===== src/rtl/alt_vipcts131_csr_pkg.sv =====
// rtl/alt_vipcts131_csr_pkg.sv - shared address map, decode type and byte merge helper for the CSR bank
// Purpose: common constants for alt_vipcts131_common_avalon_mm_csr_bank and alt_vipcts131_csr_reg.
// Contents:
//   CSR_ADDR_CTRL/STATUS/ISR/USER_BASE  word addresses of the register map
//   csr_sel_e                            decoded target of an Avalon-MM access
//   csr_merge_byte                       byte-lane merge used for byte-enabled writes
package alt_vipcts131_csr_pkg;

  localparam logic [31:0] CSR_ADDR_CTRL      = 32'd0;
  localparam logic [31:0] CSR_ADDR_STATUS    = 32'd1;
  localparam logic [31:0] CSR_ADDR_ISR       = 32'd2;
  localparam logic [31:0] CSR_ADDR_USER_BASE = 32'd3;

  typedef enum logic [2:0] {
    SEL_NONE,
    SEL_CTRL,
    SEL_STATUS,
    SEL_ISR,
    SEL_USER
  } csr_sel_e;

  function automatic logic [7:0] csr_merge_byte(input logic [7:0] old_byte,
                                                input logic [7:0] new_byte,
                                                input logic       lane_en);
    return lane_en ? new_byte : old_byte;
  endfunction

endpackage


===== src/rtl/alt_vipcts131_csr_reg.sv =====
// rtl/alt_vipcts131_csr_reg.sv - one user register: byte-enabled master write, internal write, optional shadow, trigger
// Purpose: storage for a single user register of the CSR bank.
// Configuration macro: CSR_SHADOW_EN (master writes go to a shadow copy, commit moves it to the active copy).
// Ports:
//   clk, rst           clock, synchronous active-low reset
//   wr_en/wr_data/wr_be master write strobe, data and byte lanes (already address-decoded)
//   int_wr/int_data     internal full-word write (only honoured when ALLOW_INTERNAL_WRITE)
//   commit              frame-boundary copy strobe (shadow build only)
//   active              value driven to the core
//   rd_value            value returned on a master read
//   trigger             one-cycle pulse after each master write
module alt_vipcts131_csr_reg
  import alt_vipcts131_csr_pkg::*;
#(
  parameter int W                    = 32,
  parameter bit ALLOW_INTERNAL_WRITE = 1'b0
) (
  input  logic           clk,
  input  logic           rst,
  input  logic           wr_en,
  input  logic [W-1:0]   wr_data,
  input  logic [W/8-1:0] wr_be,
  input  logic           int_wr,
  input  logic [W-1:0]   int_data,
  input  logic           commit,
  output logic [W-1:0]   active,
  output logic [W-1:0]   rd_value,
  output logic           trigger
);

  logic         int_hit;
  logic [W-1:0] master_val;
  logic         trigger_q, trigger_d;

  assign int_hit = ALLOW_INTERNAL_WRITE && int_wr;

`ifdef CSR_SHADOW_EN
  logic [W-1:0] shadow_q, shadow_d;
  logic [W-1:0] active_q, active_d;

  always_comb begin
    for (int b = 0; b < W/8; b++) begin
      master_val[b*8 +: 8] = csr_merge_byte(shadow_q[b*8 +: 8], wr_data[b*8 +: 8], wr_be[b]);
    end
    shadow_d = shadow_q;
    if (wr_en) begin
      shadow_d = master_val;
    end else if (int_hit) begin
      shadow_d = int_data;
    end
    // Commit samples the shadow before this cycle's master write lands in it.
    active_d = active_q;
    if (int_hit) begin
      active_d = int_data;
    end else if (commit) begin
      active_d = shadow_q;
    end
    trigger_d = wr_en;
  end

  always_ff @(posedge clk) begin
    if (!rst) begin
      shadow_q  <= '0;
      active_q  <= '0;
      trigger_q <= 1'b0;
    end else begin
      shadow_q  <= shadow_d;
      active_q  <= active_d;
      trigger_q <= trigger_d;
    end
  end

  assign active   = active_q;
  assign rd_value = shadow_q;
`else
  logic [W-1:0] value_q, value_d;
  logic         unused_commit;

  assign unused_commit = commit;

  always_comb begin
    for (int b = 0; b < W/8; b++) begin
      master_val[b*8 +: 8] = csr_merge_byte(value_q[b*8 +: 8], wr_data[b*8 +: 8], wr_be[b]);
    end
    value_d = value_q;
    if (wr_en) begin
      value_d = master_val;
    end else if (int_hit) begin
      value_d = int_data;
    end
    trigger_d = wr_en;
  end

  always_ff @(posedge clk) begin
    if (!rst) begin
      value_q   <= '0;
      trigger_q <= 1'b0;
    end else begin
      value_q   <= value_d;
      trigger_q <= trigger_d;
    end
  end

  assign active   = value_q;
  assign rd_value = value_q;
`endif

  assign trigger = trigger_q;

endmodule


===== src/rtl/alt_vipcts131_common_avalon_mm_csr_bank.sv =====
// rtl/alt_vipcts131_common_avalon_mm_csr_bank.sv - Avalon-MM control/status register bank for VIP cores
// Purpose: CTRL (go + irq enables), STATUS (pending + stopped), W1C ISR and NO_REGISTERS user registers.
// Configuration macro: CSR_SHADOW_EN (user registers are double-buffered and committed at frame boundaries).
// Ports:
//   clk, rst                      clock, synchronous active-low reset
//   av_address/read/write/...     Avalon-MM slave, registered read data with readdatavalid, no waitrequest
//   av_irq                        OR of pending enabled interrupts
//   enable, clear_enable          go bit and its internal clear
//   commit                        frame-boundary shadow copy strobe
//   triggers                      per-register pulse after a master write
//   registers                     active register values, register i at [i*W +: W]
//   registers_in/registers_write  internal write path
//   interrupts                    interrupt sources captured into ISR
//   stopped                       per-output stopped flags, ANDed into STATUS[0]
module alt_vipcts131_common_avalon_mm_csr_bank
  import alt_vipcts131_csr_pkg::*;
#(
  parameter int AV_ADDRESS_WIDTH     = 5,
  parameter int AV_DATA_WIDTH        = 32,
  parameter int NO_OUTPUTS           = 1,
  parameter int NO_INTERRUPTS        = 1,
  parameter int NO_REGISTERS         = 4,
  parameter int ALLOW_INTERNAL_WRITE = 0
) (
  input  logic                                  clk,
  input  logic                                  rst,
  input  logic [AV_ADDRESS_WIDTH-1:0]           av_address,
  input  logic                                  av_read,
  output logic [AV_DATA_WIDTH-1:0]              av_readdata,
  output logic                                  av_readdatavalid,
  input  logic                                  av_write,
  input  logic [AV_DATA_WIDTH-1:0]              av_writedata,
  input  logic [AV_DATA_WIDTH/8-1:0]            av_byteenable,
  output logic                                  av_irq,
  output logic                                  enable,
  input  logic                                  clear_enable,
  input  logic                                  commit,
  output logic [NO_REGISTERS-1:0]               triggers,
  output logic [AV_DATA_WIDTH*NO_REGISTERS-1:0] registers,
  input  logic [AV_DATA_WIDTH*NO_REGISTERS-1:0] registers_in,
  input  logic [NO_REGISTERS-1:0]               registers_write,
  input  logic [NO_INTERRUPTS-1:0]              interrupts,
  input  logic [NO_OUTPUTS-1:0]                 stopped
);

  localparam int W = AV_DATA_WIDTH;

  logic [31:0]              addr_w;
  csr_sel_e                 sel;
  logic [NO_REGISTERS-1:0]  user_hit;
  logic                     ctrl_wr, isr_wr, user_wr;
  logic [W-1:0]             reg_rd [NO_REGISTERS];

  logic                     go_q, go_d;
  logic [NO_INTERRUPTS:1]   irq_en_q, irq_en_d;
  logic [NO_INTERRUPTS:1]   isr_q, isr_d;
  logic                     pending_q, pending_d;
  logic [W-1:0]             rdata_q, rdata_d;
  logic                     rvalid_q, rvalid_d;

  assign addr_w = 32'(av_address);

  always_comb begin
    user_hit = '0;
    for (int i = 0; i < NO_REGISTERS; i++) begin
      user_hit[i] = (addr_w == CSR_ADDR_USER_BASE + 32'(i));
    end
    if (addr_w == CSR_ADDR_CTRL)        sel = SEL_CTRL;
    else if (addr_w == CSR_ADDR_STATUS) sel = SEL_STATUS;
    else if (addr_w == CSR_ADDR_ISR)    sel = SEL_ISR;
    else if (|user_hit)                 sel = SEL_USER;
    else                                sel = SEL_NONE;
  end

  assign ctrl_wr = av_write && (sel == SEL_CTRL);
  assign isr_wr  = av_write && (sel == SEL_ISR);
  assign user_wr = av_write && (sel == SEL_USER);

  always_comb begin
    // A master write to lane 0 is applied after clear_enable so it wins the race.
    go_d = go_q;
    if (clear_enable) go_d = 1'b0;
    if (ctrl_wr && av_byteenable[0]) go_d = av_writedata[0];

    irq_en_d = irq_en_q;
    for (int k = 1; k <= NO_INTERRUPTS; k++) begin
      if (ctrl_wr && av_byteenable[k/8]) irq_en_d[k] = av_writedata[k];
    end

    // Capture enabled sources, drop disabled bits, then apply W1C last so it wins over a set.
    isr_d = (isr_q | (interrupts & irq_en_q)) & irq_en_q;
    for (int k = 1; k <= NO_INTERRUPTS; k++) begin
      if (isr_wr && av_byteenable[k/8] && av_writedata[k]) isr_d[k] = 1'b0;
    end

`ifdef CSR_SHADOW_EN
    // A write in the commit cycle lands in the shadow after the copy, so it is still pending.
    pending_d = pending_q;
    if (user_wr)     pending_d = 1'b1;
    else if (commit) pending_d = 1'b0;
`else
    pending_d = 1'b0;
`endif

    rdata_d  = rdata_q;
    rvalid_d = av_read;
    if (av_read) begin
      rdata_d = '0;
      case (sel)
        SEL_CTRL:   rdata_d[NO_INTERRUPTS:0] = {irq_en_q, go_q};
        SEL_STATUS: rdata_d[1:0] = {pending_q, &stopped};
        SEL_ISR:    rdata_d[NO_INTERRUPTS:1] = isr_q;
        SEL_USER: begin
          for (int i = 0; i < NO_REGISTERS; i++) begin
            if (user_hit[i]) rdata_d = reg_rd[i];
          end
        end
        default:    rdata_d = '0;
      endcase
    end
  end

  always_ff @(posedge clk) begin
    if (!rst) begin
      go_q      <= 1'b0;
      irq_en_q  <= '0;
      isr_q     <= '0;
      pending_q <= 1'b0;
      rdata_q   <= '0;
      rvalid_q  <= 1'b0;
    end else begin
      go_q      <= go_d;
      irq_en_q  <= irq_en_d;
      isr_q     <= isr_d;
      pending_q <= pending_d;
      rdata_q   <= rdata_d;
      rvalid_q  <= rvalid_d;
    end
  end

  for (genvar i = 0; i < NO_REGISTERS; i++) begin : g_reg
    alt_vipcts131_csr_reg #(
      .W                    (W),
      .ALLOW_INTERNAL_WRITE (ALLOW_INTERNAL_WRITE != 0)
    ) u_reg (
      .clk      (clk),
      .rst      (rst),
      .wr_en    (av_write && user_hit[i]),
      .wr_data  (av_writedata),
      .wr_be    (av_byteenable),
      .int_wr   (registers_write[i]),
      .int_data (registers_in[i*W +: W]),
      .commit   (commit),
      .active   (registers[i*W +: W]),
      .rd_value (reg_rd[i]),
      .trigger  (triggers[i])
    );
  end

  assign av_readdata      = rdata_q;
  assign av_readdatavalid = rvalid_q;
  assign av_irq           = |isr_q;
  assign enable           = go_q;

endmodule


===== config.mk =====
export PLATFORM = sky130hd
export DESIGN_NAME = alt_vipcts131_common_avalon_mm_csr_bank
export DESIGN_NICKNAME = d
export VERILOG_FILES = /design/src/rtl/alt_vipcts131_csr_pkg.sv /design/src/rtl/alt_vipcts131_csr_reg.sv /design/src/rtl/alt_vipcts131_common_avalon_mm_csr_bank.sv
export SDC_FILE = /design/constraint.sdc
export NUM_CORES = 1
export LEC_CHECK = 0
export BUFFER_PORTS_ARGS = -buffer_cell sky130_fd_sc_hd__clkbuf_2
export CORE_AREA = 2 2 134 136
export DETAILED_ROUTE_END_ITERATION = 16
export DIE_AREA = 0 0 136 138
export PLACE_DENSITY = 0.75
export SKIP_CTS_REPAIR_TIMING = 1
export SLEW_MARGIN = 20
export SYNTH_ARGS = -nofsm -noshare
export SYNTH_HDL_FRONTEND = slang
export SYNTH_SLANG_ARGS = --single-unit

===== constraint.sdc =====
create_clock -name clk -period 4.8 [get_ports clk]
set_clock_uncertainty 0.1 [all_clocks]
set_input_delay 0.72 -clock clk [delete_from_list [all_inputs] [get_ports clk]]
set_output_delay 0.72 -clock clk [all_outputs]
set_load 0.05 [all_outputs]

# After elaboration in Yosys (flattened, before gate mapping)
# Index checks and enable logic that the tools add are counted.
dict set report word_totals {
  register_bits 168
}
dict set report classes {
  n_reduce_logical 29
  eq_ne 10
  mux 13
  bitwise 4
}
# op n
set ops {}
lappend ops {{2-to-1 mux 32 bit} 4}
lappend ops {{zero test 32 bit} 1}
lappend ops {{AND reduction 2 bit} 16}
lappend ops {{2-to-1 mux 30 bit} 1}
lappend ops {{== test 5 x 3 -> 1 bit (second input constant)} 3}
lappend ops {{2-to-1 mux 3 bit} 4}
lappend ops {{== test 5 x 2 -> 1 bit (second input constant)} 2}
lappend ops {{logical AND 1 bit} 9}
lappend ops {{== test 3 x 2 -> 1 bit (second input constant)} 2}
lappend ops {{one-hot mux 1 bit (3 select lines)} 2}
lappend ops {{== test 5 x 1 -> 1 bit (second input constant)} 1}
lappend ops {{OR reduction 4 bit} 1}
lappend ops {{== test 3 x 1 -> 1 bit (second input constant)} 1}
lappend ops {{== test 3 bit (second input constant)} 1}
lappend ops {{bitwise AND 1 bit} 2}
lappend ops {{2-to-1 mux 1 bit} 2}
lappend ops {{nonzero test 2 bit} 1}
lappend ops {{OR reduction 2 bit} 1}
lappend ops {{NOT 1 bit} 1}
lappend ops {{bitwise OR 1 bit} 1}

# Depth between registers and ports, before layout
dict set report logic_depth {
  depth_word 11
  depth_mapped 7
}

# By module
# A second synthesis with hierarchy kept.
dict set report unflattened {
  cells_unflattened 967
  hier_area_um2 9058.7
}
# module cells_per_inst area_per_inst_um2 seq_area_each_um2 instances
set by_module_without_submodules {}
lappend by_module_without_submodules {alt_vipcts131_csr_reg 185 1691.6 660.6 4}
lappend by_module_without_submodules {alt_vipcts131_common_avalon_mm_csr_bank 227 2292.2 720.7 1}

# Least setup slack after synthesis
# Ideal clock, no wire load.
dict set report synth_timing {
  kind {input port to flip-flop}
  from {in av_address[2]}
  to {reg g_reg[0].u_reg.value_q[0]}
  path_stages 6
  t_arrival_ns 2.005
  setup_time_ns 0.117
  path_slack_ns 2.578
  path_cell_list {buf_6 > or3_1 > buf_6 > nor3_4 > mux2i_1 > nor2b_1}
}
dict set report synth_via {
  elab_chain_len 3
}
# item line
set synth_lines {}
lappend synth_lines {{start, declared} alt_vipcts131_common_avalon_mm_csr_bank.sv:27} ;# input logic [AV_ADDRESS_WIDTH-1:0] av_address,
lappend synth_lines {{== test 5 x 2 -> 1 bit} alt_vipcts131_common_avalon_mm_csr_bank.sv:66} ;# user_hit[i] = (addr_w == CSR_ADDR_USER_BASE + 32'(i));
lappend synth_lines {{logical AND 1 bit} alt_vipcts131_common_avalon_mm_csr_bank.sv:148} ;# .wr_en (av_write && user_hit[i]),
lappend synth_lines {{AND reduction 2 bit (no source line)} -}
lappend synth_lines {{end signal, assigned} alt_vipcts131_csr_reg.sv:99} ;# value_q <= value_d;
lappend synth_lines {{end, declared} alt_vipcts131_csr_reg.sv:76} ;# logic [W-1:0] value_q, value_d;
# Every way passes these cells.
# A chain may end at the register's enable or synchronous reset.

# Final worst setup path
dict set report layout_timing {
  from {in av_address[1]}
  to {reg rdata_q[10], in the netlist av_readdata[10]}
}
dict set report layout_via {
  elab_chain_len 8
  elab_cells_between_ends 18
  cone_classes {eq/ne (7); mux (9); reduce/logical (2)}
}
# item line
set layout_lines {}
lappend layout_lines {{== test 5 x 2 -> 1 bit / == test 5 x 3 -> 1 bit (equally long branches)} alt_vipcts131_common_avalon_mm_csr_bank.sv:66}
lappend layout_lines {{OR reduction 4 bit} alt_vipcts131_common_avalon_mm_csr_bank.sv:71} ;# else if (|user_hit) sel = SEL_USER;
lappend layout_lines {{2-to-1 mux 3 bit} alt_vipcts131_common_avalon_mm_csr_bank.sv:71}
lappend layout_lines {{2-to-1 mux 3 bit} alt_vipcts131_common_avalon_mm_csr_bank.sv:70} ;# else if (addr_w == CSR_ADDR_ISR) sel = SEL_ISR;
lappend layout_lines {{2-to-1 mux 3 bit} alt_vipcts131_common_avalon_mm_csr_bank.sv:69} ;# else if (addr_w == CSR_ADDR_STATUS) sel = SEL_STATUS;
lappend layout_lines {{2-to-1 mux 3 bit} alt_vipcts131_common_avalon_mm_csr_bank.sv:68} ;# if (addr_w == CSR_ADDR_CTRL) sel = SEL_CTRL;
lappend layout_lines {{== test 3 bit} alt_vipcts131_common_avalon_mm_csr_bank.sv:109} ;# case (sel)
lappend layout_lines {{2-to-1 mux 30 bit (*)} alt_vipcts131_common_avalon_mm_csr_bank.sv:109}
lappend layout_lines {{end signal, assigned} alt_vipcts131_common_avalon_mm_csr_bank.sv:136} ;# rdata_q <= rdata_d;
lappend layout_lines {{end, declared} alt_vipcts131_common_avalon_mm_csr_bank.sv:58} ;# logic [W-1:0] rdata_q, rdata_d;
# Every way passes the cells marked *; elsewhere a longest branch is shown, timed or not.

==> flow_summary.yaml <==
sta:
  achievable-frequency_mhz: 295.6
  final_min_period_over_clock_period_pct: 70.48
  timing.final.setup_violations: 0
  max-slew-margin-rel_pct: 26.28
  timing.final.hold_violations: 0
  slew_viol_final: 0
  tns_ps: 0
  rsz0062_at_grt: "no"
  final.min_clock_period_ps: 3383
  worst-slew-pin-transition_ps: 1103
final_layout:
  areaGrowthSynthToFinish_pct: 25.14
  antenna_cells_inserted: 0
  area_of_the_multi_input_gates_sq_um: 3396
  non_filler_cells_final: 1221
  drive_above_1_share_pct: 27.22
  sequential_cell_area_sq_um: 3363
  fillers: 1669
  design.final.nets: 1160
global_route:
  gr_util_all_layers_pct: 23.16
  wire_length_of_the_first_global_routing_pass_um: 33800
  grt_pass1_vias: 6139
  grt.overflow.total: 0
  antenna_found_initial: 0
  pin_count_of_the_biggest_net_entering_global_routing: 84
min_path:
  hold_path_end: "av_readdata[26]"
  min_path_type: "flop to flop"
  worstHoldStart: "av_readdata[26]"
  worst_hold_depth: 2
drt:
  detailedRoute.firstIterationViolations: 452
  routed_wl_um: 21850
  detail_route.wl_per_cell_um: 17.90
  post_drt_via_cell_ratio: 5.304
  drc_markers: 0
  antenna_violating_nets_post_route: 0
  detailroute.via_count: 6476
  drt_pass1_iterations: 5
clock_tree:
  clock_tree.buffer_depth: 2
  tritoncts.num_buffers: 17
  clockRootBuffer: "sky130_fd_sc_hd__clkbuf_16"
  clk_transition_reported_paths_ps: 70
  worstSkewPairLatency_ps: 440
  clock-sinks: 168
  htreeDepth: 4
  clock_tree_from_tritoncts: "yes"
worst_setup_path:
  setup.worst_path.end_class: "flop"
  worstPathRequired_ps: 5030
  reg2regPathDepth: 4
  critical_path_arrival_ps: 3620
  setup_slack_reg_to_reg_ps: 3590
  reg2reg_end: "av_readdata[0]"
  critical_path.reg2reg.startpoint: "g_reg[1].u_reg.active[0]"
  crit_path_max_fanout: 31
  crit_type: "primary input to flop"
  timing.critical_path.from: "av_address[1]"
  start_kind: "primary input"
placement:
  numPortBuffers: 214
  gp_congestion: 0.8325
  post-place-cells: 1189
  dp.final_hpwl_um: 14560
die:
  initial_cell_density_of_the_core_pct: 40.74
  die_width_um: 136
  io_pins: 348
  core_footprint_sq_um: 17530
  core.rowCount: 49
  floorplan.die_area_sq_um: 18770
  chipHeight_um: 138
power_and_ir_drop:
  worst_ir_drop_vdd_mv: 0.2488
  power.density_nw_per_um2: 345.0
  power_leakage_nw: 3.710
yosys:
  synth-edff-count: 0
  synthesis.area_sq_um: 7143
  syn_inst: 799
  yosysTopAreaCellShare_pct: 47.08
  synth_largest_area_cell: "sky130_fd_sc_hd__dfxtp_1"
  synth.ff_latch_count: 168
  synthTopCellsByArea: "sky130_fd_sc_hd__dfxtp_1 (47%), sky130_fd_sc_hd__mux2i_1 (13%), sky130_fd_sc_hd__nor2b_1 (5.7%), sky130_fd_sc_hd__nand2_1 (5.0%), sky130_fd_sc_hd__nor2_1 (3.5%)"
  seq_area_frac_synth_pct: 47.08
  async_reset_ff_share_pct: 0
  synth_warnings: 0
  syn_nets: 980
  syn_avg_cell_area_sq_um: 8.940
  dominantRegCellSynth: "sky130_fd_sc_hd__dfxtp_1"
  ys_types: 37
job:
  drv_cap: 0
status:
  outcome: "finished clean"
==> through the flow <==
stage	power, mW	setup slack (ps)	area, sq um	utilization [%]	hold WS (ps)
2_1_floorplan	1.556	2578	7143	-	358.0
3_3_place_gp	1.622	1138	8307	47.37	332.2
5_1_grt	3.172	1250	8939	50.98	374.8
3_5_place_dp	1.624	1041	8307	47.37	343.0
6_report	3.083	1417	8939	50.98	354.0
4_1_cts	3.091	1510	8939	50.98	357.1
==> sequential cells by signal, indices dropped and copies added, names as in the netlist <==
name              flops
av_readdatavalid      1
irq_en_q              1
av_irq                1
av_readdata          32
g.u_reg.active      128
g.u_reg.trigger       4
enable                1
==> worst max path at each step <==
stage | to | depth (start not counted)
detailed placement | av_readdata[10] | 5
global route | av_readdata[10] | 5
CTS | av_readdata[10] | 5
finish | av_readdata[10] | 5
global placement | av_readdata[30] | 5
floorplan | g_reg[0].u_reg.active[0] | 6
==> logic make-up after synthesis <==
kind of cell    after synthesis  synth area share, %
simple gates                300                21.32
flops                       168                47.08
compound gates              145                13.12
buf+inv                      95                5.745
mux                          90                12.61
xor+xnor                      1               0.1226
==> cell usage in the layout (no fill, tap or decap), drive strengths merged, types with 2 or more instances in the layout <==
cell type	synthesis	final
a21oi	2	2
a22oi	32	32
and2	2	2
buf	19	9
bufinv	0	3
clkbuf	42	230
clkinv	0	4
dfxtp	168	168
inv	34	42
mux2i	90	90
nand2	96	96
nand3	45	45
nand4	5	5
nor2	67	67
nor2b	65	65
nor3	11	11
o21ai	44	44
o22ai	32	32
o31ai	31	31
or4	2	2
==> layer usage <==
metal	part of all wire [%]	wire (um)	GRT usage [%]
met5	0	0	0
met4	2.3	503	9.211
met3	7.7	1687	5.757
met2	47	10230	36.76
met1	43	9426	30.16
==> synth_stat cells (2+ instances only) <==
master	n
sky130_fd_sc_hd__inv_1	34
sky130_fd_sc_hd__buf_4	7
sky130_fd_sc_hd__a22oi_1	32
sky130_fd_sc_hd__o22ai_1	32
sky130_fd_sc_hd__buf_6	3
sky130_fd_sc_hd__clkbuf_1	42
sky130_fd_sc_hd__nand2_1	96
sky130_fd_sc_hd__nor2b_1	65
sky130_fd_sc_hd__a21oi_1	2
sky130_fd_sc_hd__nand4_1	5
sky130_fd_sc_hd__mux2i_1	90
sky130_fd_sc_hd__nor3_1	3
sky130_fd_sc_hd__nor3_4	8
sky130_fd_sc_hd__nand3_1	42
sky130_fd_sc_hd__nand3_2	3
sky130_fd_sc_hd__or4_1	2
sky130_fd_sc_hd__dfxtp_1	168
sky130_fd_sc_hd__nor2_1	66
sky130_fd_sc_hd__buf_2	4
sky130_fd_sc_hd__o21ai_0	44
sky130_fd_sc_hd__o31ai_1	31
sky130_fd_sc_hd__buf_1	5
==> report_power, final <==
part / internal (mW) / switching, mW / total, mW / leakage [nW]
Clock: 0.844 / 0.647 / 1.49 / 0.312
Sequential: 1.40 / 0.00410 / 1.40 / 1.35
Combinational: 0.0548 / 0.135 / 0.190 / 2.04
Total: 2.30 / 0.787 / 3.08 / 3.71
==> cell type report <==
class                   instances  share of cell area [%]
flip-flops and latches        168                   37.63
clock buffers                  17                   4.759
multi-input cells             536                   37.99
well taps                     229                   3.205
clock inverters                15                   2.310
repair buffers                222                   12.68
inverters                      34                   1.428
==> worst max-delay path: stages <==
cell	delay, ps
sky130_fd_sc_hd__clkbuf_2	620
sky130_fd_sc_hd__nand2_1	610
sky130_fd_sc_hd__xnor2_1	360
sky130_fd_sc_hd__nand3_2	770
sky130_fd_sc_hd__o31ai_1	510
(Power assumes the default switching activity.)
